### src/rtl/fetch.sv
// fetch: instruction-fetch stage owning the PC, the imem req/ack handshake and the IF/ID register
module fetch #(
   parameter int DATA_WIDTH = 32,
   parameter logic [DATA_WIDTH-1:0] RESET_PC = '0,
   parameter logic [31:0] NOP_INSTR = 32'h0000_0013
) (
   input  logic                  clk,
   input  logic                  rst,
   input  logic [DATA_WIDTH-1:0] PCTargetA,
   input  logic                  PCSrcA,
   input  logic                  StallA,
   input  logic                  FlushB,
   output logic                  IMemReq,
   output logic [DATA_WIDTH-1:0] IMemAddr,
   input  logic                  IMemAck,
   input  logic [31:0]           IMemData,
   output logic [31:0]           InstrB,
   output logic [DATA_WIDTH-1:0] PCB,
   output logic [DATA_WIDTH-1:0] PCPlus4B,
   output logic                  ValidB
);
   typedef enum logic [1:0] {IDLE, WAIT, HOLD, KILL} state_t;
   state_t state, state_nx;
   logic [DATA_WIDTH-1:0] pc, pc_plus4;
   logic [31:0] hold_instr;
   logic ack_ok, load, capture;
   assign pc_plus4 = pc + DATA_WIDTH'(4);
   assign IMemAddr = pc;
   always_comb begin
      IMemReq = state == IDLE && !StallA && !PCSrcA && !rst;
      ack_ok = state == WAIT && IMemAck && !PCSrcA;
      load = !StallA && (ack_ok || (state == HOLD && !PCSrcA));
      capture = ack_ok && StallA;
      state_nx = state;
      case (state)
         IDLE: state_nx = IMemReq ? WAIT : IDLE;
         WAIT: state_nx = IMemAck ? (capture ? HOLD : IDLE) : (PCSrcA ? KILL : WAIT);
         HOLD: state_nx = (PCSrcA || !StallA) ? IDLE : HOLD;
         KILL: state_nx = IMemAck ? IDLE : KILL;
         default: state_nx = IDLE;
      endcase
   end
   // PC is unchanged while holding, so the held word's PC is still the live PC
   always_ff @(posedge clk or posedge rst)
      if (rst) begin
         state <= IDLE;
         pc <= RESET_PC;
         hold_instr <= '0;
         InstrB <= NOP_INSTR;
         PCB <= '0;
         PCPlus4B <= '0;
         ValidB <= 1'b0;
      end else begin
         state <= state_nx;
         pc <= PCSrcA ? PCTargetA & ~DATA_WIDTH'(3) : load ? pc_plus4 : pc;
         if (capture) hold_instr <= IMemData;
         if (FlushB) begin
            InstrB <= NOP_INSTR;
            PCB <= '0;
            PCPlus4B <= '0;
            ValidB <= 1'b0;
         end else if (load) begin
            InstrB <= state == HOLD ? hold_instr : IMemData;
            PCB <= pc;
            PCPlus4B <= pc_plus4;
            ValidB <= 1'b1;
         end
      end
endmodule

### config.mk
export PLATFORM = sky130hd
export DESIGN_NAME = fetch
export DESIGN_NICKNAME = d
export VERILOG_FILES = /design/src/rtl/fetch.sv
export SDC_FILE = /design/constraint.sdc
export NUM_CORES = 1
export LEC_CHECK = 0
export ABC_AREA = 1
export CORE_MARGIN = 1
export CORE_UTILIZATION = 44
export DETAILED_ROUTE_END_ITERATION = 8
export PLACE_DENSITY = 0.74
export SYNTH_ARGS = -nofsm -noshare
export SYNTH_HDL_FRONTEND = slang
export SYNTH_SLANG_ARGS = --single-unit
### constraint.sdc
create_clock -name clk -period 6.7 [get_ports clk]
set_clock_uncertainty 0.1 [all_clocks]
set_input_delay 1.34 -clock clk [delete_from_list [all_inputs] [get_ports clk]]
set_output_delay 1.34 -clock clk [all_outputs]
set_load 0.01 [all_outputs]
Word level (Yosys, flattened, before mapping)
Index checks and enable logic that the tools add are counted.

storage, ports and cells
  register bits after elaboration = 163
  bits in latches = 0
  bits in writable memories = 0
  bits in read-only memories = 0
  bits of input ports = 70
  output and inout bits = 130
  logic and storage cells = 44
  memories kept = 0

operators by class
  $add $sub $neg = 1
  multiply operators = 0
  div/mod/pow operators = 0
  magnitude comparators = 0
  equal/unequal tests = 3
  shift-type cells = 0
  mux-type cells = 17
  bitwise operators = 0
  reduce and logical (&&, ||, !) cells = 16

operators by type and width
  operator               count
  $mux 32                8
  $add 32x3->32 const B  1
  $mux 2                 5
  $logic_and 1x1->1      8
  $pmux 2 s4             1
  $eq 2x2->1 const B     2
  $reduce_bool 2->1      2
  $logic_not 1->1        3
  $mux 1                 3
  $eq 2x1->1 const B     1
  $logic_not 2->1        1
  $logic_or 1x1->1       2

Longest topological paths before layout
  depth in word-level cells = 7
  gate-level depth with buffers = 11

Least setup slack after synthesis
No wires, ideal clock.

  path kind = input to output
  start = input rst
  end = output IMemReq
  arrival time = 5.285 ns
  setup slack = -0.025 ns
  stages = 3
  cell sequence = inv_1 nand3_1 nor2_1

between the ends
  cells in the longest elaborated chain, start to end = 2

ends and longest elaborated chain
  item                       RTL line  source
  from (decl)                8         input logic rst,
  $logic_not 1->1 (no line)  --
  $logic_and 1x1->1          30        IMemReq = state == IDLE && !StallA && !PCSrcA && !rst;
  to (decl)                  13        output logic IMemReq,

No other way between the ends.

Worst setup path in the final report
  start = input PCSrcA
  end = output IMemReq

between the ends
  cells in the longest elaborated chain, start to end = 3

ends and longest elaborated chain
  item                            RTL line  source
  from (decl)                     10        input logic PCSrcA,
  $logic_not 1->1                 30
  $logic_and 1x1->1 (2 in a row)  30

No other way between the ends.

==> summary by stage <==
Critical path
The origin of the critical flop-to-flop path is state[1]$_DFF_PP0_. Counting cells, the worst reg-to-reg path comes to 10. The kind of critical path is input pin to output pin. The data arrival time of the critical path is 3.38 ns. The critical path startpoint category is an input pin. The data required time of the critical path is 5.26 ns. Along the worst path, the maximum fanout reaches 32.

The type of destination of the critical path is an output pin. In this run the critical register-to-register path is captured at PCPlus4B[18]$_DFFE_PP0P_. The reg2reg setup slack is 3.69 ns.

Final layout
The count of inserted antenna diode cells is 0. The area used by multi-input combinational logic is 0.00301 mm2. Once layout is complete, the utilization of the core stands at 60.9%. The number of inserted filler cells in the final layout is 1,529. The layout overhead on the synthesized area is 34.4%.

The share of layout cells above drive strength 1 is 4.81%. The number of nets in the layout is 1,243. Summing all flip-flop and latch instances after layout gives 0.00396 mm2. The count of non-filler cells in the finished layout is 1,405.

Clock tree
The worst-case clock buffer depth is 2. Clock latency on the worst-skew pair, taken at its later pin, is 0.43 ns. The clock drives 158 sinks. The number of hold buffers added after CTS was 0. The clock transition at the register clock pins on the worst setup and hold paths after CTS is 0.06 ns. The total of cells resized after clock tree synthesis is 0.

The post-CTS setup repair buffer count is 0. The number of clock buffers added by TritonCTS is 17. The H-tree was split into 4 levels.

The clock root buffer is clkbuf_16. The clock tree from TritonCTS is built.

Die
The initialized floorplan defines 47 standard-cell rows. From bottom edge to top edge, the die measures 133 um. The count of boundary I/O pins is 200. The starting density of the core is 45.3%.

The core footprint is 0.0167 mm2. The area of the die is 0.0177 mm2. The die is 133 um wide.

Synth
The average instance in the mapped netlist occupies 7.57 um2. Synthesis produced 1,000 cells. The cell taking the most area after synthesis is dfrtp_1. The synthesized design devotes to its leading area cell type 51.3% of total area.

Summing the areas of all compound-gate instances in the mapped netlist gives 5.67% of the synthesized area. Synthesis inferred 158 register bits. Summing every instance area after synthesis gives 0.00757 mm2. The distinct cell type count after synthesis is 30. The portion of synthesized area spent on multiplexers is 0%. Summing the areas of all fa, ha and maj instances in the mapped netlist gives 0.165% of the synthesized area. Yosys printed 0 warnings.

Sequential elements use 52.3% of the synthesized area. By area the synthesized netlist is led by dfrtp_1 51%, nand2_1 24%, inv_1 3.6%. After Yosys synthesis, and, or, nand and nor cells account for 32.6% of the synthesized area. By area, the combinational part of the netlist is dominated by simple AND/OR/NAND/NOR gates.

The synthesized netlist devotes 1.27% of its cell area to XOR and XNOR gates.

Min path
The worst hold path class is flop to flop. The worst hold path terminates at PCB[12]$_DFFE_PP0P_. The startpoint of the lowest-slack hold path is PCB[12]$_DFFE_PP0P_. The worst hold path cell count is 2.

Placement
Before CTS, the worst setup slack after placement is 1.62 ns. At the end of routability-driven placement, the weighted congestion stood at 0.847. Detailed placement finished with a half-perimeter wire length of 13,300 um.

The number of placed instances, taps included, is 1,373. The number of port buffers is 195.

Timing
The post-route clock period utilization is 71.9%. Setup repair after global routing left no endpoint under its margin. The accumulated negative setup slack is 0 ns. The highest attainable clock frequency is 208 MHz. The worst-case setup margin in the final layout is 1.88 ns.

The count of final max-slew check failures is 0. The clock period minus final worst setup slack is 4.82 ns. At the pin with the least slew margin, the transition time is 1.00 ns. Setup violations remaining at the end of the flow were counted as 0. The final number of hold-violating endpoints is 0. The worst slew margin relative to its limit is 32.9%.

Route
The count of vias placed by the detailed router is 6,737. The per-cell routed wire length is 14.2 um. The final routed DRC violation total is 0. For this run, the detailed router's first-pass iteration total came to 5.

The antenna violation net count after detailed routing is 0. For this block, the initial DRC count from the detailed router was 330. The sum of routed wire length over all layers is 19,900 um. In the routed layout, each cell is associated on average with a via count of 4.80.

Status
The run finished with clean final reports.

Global route
The via count of the first global-routing pass is 6,467. The global-route usage over all layers is 23.5%. The first-pass GRT wire length is 32,500 um. For this run the aggregate overflow at the end of global routing stands at 0.

Entering global routing, the biggest net connects 159 pins. The number of antenna violations at the first check in global routing is 1.

Pwr
Power spread over the standard cell area amounts to 243 mW/mm2. Overall power consumption after layout is estimated at 0.00247 W. The peak ir drop on the vdd network is 0.182 mV. The leakage power summed over all cells is 5.15 nW.

Run
Max-cap violations in this run came to 0.
## final cells by class
class                           count  share of cell area (%)
Clock buffer                       17                    4.18
Clock inverter                     15                    1.81
Inverter                           78                    2.92
Multi-Input combinational cell    717                    29.6
Sequential cell                   158                    38.9
Tap cell                          220                    2.71
Timing Repair Buffer              200                    19.8
## how the worst max path moves through the flow
stage / from / to / depth (start not counted)
after global placement: PCSrcA / PCPlus4B[7]$_DFFE_PP0P_ / 11
after global routing: PCSrcA / IMemReq / 6
after CTS: PCSrcA / IMemReq / 6
final: PCSrcA / IMemReq / 6
after floorplan: rst / IMemReq / 3
after detailed placement: PCSrcA / PCPlus4B[15]$_DFFE_PP0P_ / 11
## power breakdown
group	internal [W]	switching, W
Clock	0.000590	0.000414
Combinational	0.000162	0.000190
Sequential	0.00104	0.0000678
Total	0.00180	0.000672
## critical path, stage by stage
cell and delay, ns:
clkdlybuf4s50_1 0.40, buf_4 0.25, inv_2 0.47, nand3_1 0.17, nor2_1 0.14, clkdlybuf4s50_1 0.58
## routing by layer
layer / vias to the layer above / wire, um / GRT usage [%]
met4: 2 / 363 / 7.83
met2: 209 / 9330 / 38.0
met5: - / 13 / 0
met1: 3112 / 8750 / 29.9
li1: 3390 / - / -
met3: 24 / 1450 / 7.61
## kinds of logic (layout without fill, tap and decap cells)
| group | count (synthesis) | after routing |
|---|---|---|
| fa+ha+maj | 1 | 1 |
| flops | 158 | 158 |
| other cells | 1 | 2 |
| xor+xnor | 11 | 11 |
| compound gates | 82 | 82 |
| buf+inv | 126 | 310 |
| simple gates | 621 | 621 |
## sequential cells by signal, indices dropped and copies added (netlist names)
name	cells
InstrB	32
hold_instr	32
PCB	31
IMemAddr	30
PCPlus4B	30
state	2
ValidB	1
## metrics by stage
step / hold slack, ns / cell area, um2
after floorplan: 0.353 / 7570
after global placement: 0.353 / 9560
after detailed placement: 0.357 / 9560
after CTS: 0.373 / 10200
after global routing: 0.390 / 10200
final: 0.366 / 10200
## synthesized netlist by cell type, drive strengths merged
| cell type | n |
|---|---|
| ha | 1 |
| clkbuf | 10 |
| o21ai | 43 |
| nand3b | 7 |
| dfstp | 3 |
| inv | 78 |
| nor2 | 81 |
| o21bai | 1 |
| a21oi | 33 |
| nand2 | 484 |
| and2 | 3 |
| nor3 | 1 |
| nand3 | 44 |
| nand4 | 1 |
| o21a | 3 |
| dfrtp | 155 |
| buf | 38 |
| xor2 | 5 |
| o22ai | 1 |
| xnor2 | 6 |
| conb | 1 |
| o221ai | 1 |
## placed cells by master (no fill, tap or decap), types with 7 or more instances in the layout
| cell type | synthesis | layout |
|---|---|---|
| inv_1 | 73 | 72 |
| clkinvlp_4 | 0 | 7 |
| a21oi_1 | 33 | 33 |
| o21ai_0 | 42 | 42 |
| clkdlybuf4s50_1 | 0 | 195 |
| nor2_1 | 73 | 73 |
| dfrtp_1 | 155 | 155 |
| nand2_1 | 482 | 482 |
| nand3b_1 | 7 | 7 |
| clkbuf_16 | 0 | 17 |
| nand3_1 | 44 | 44 |
Power figures use the tool's default switching activity.
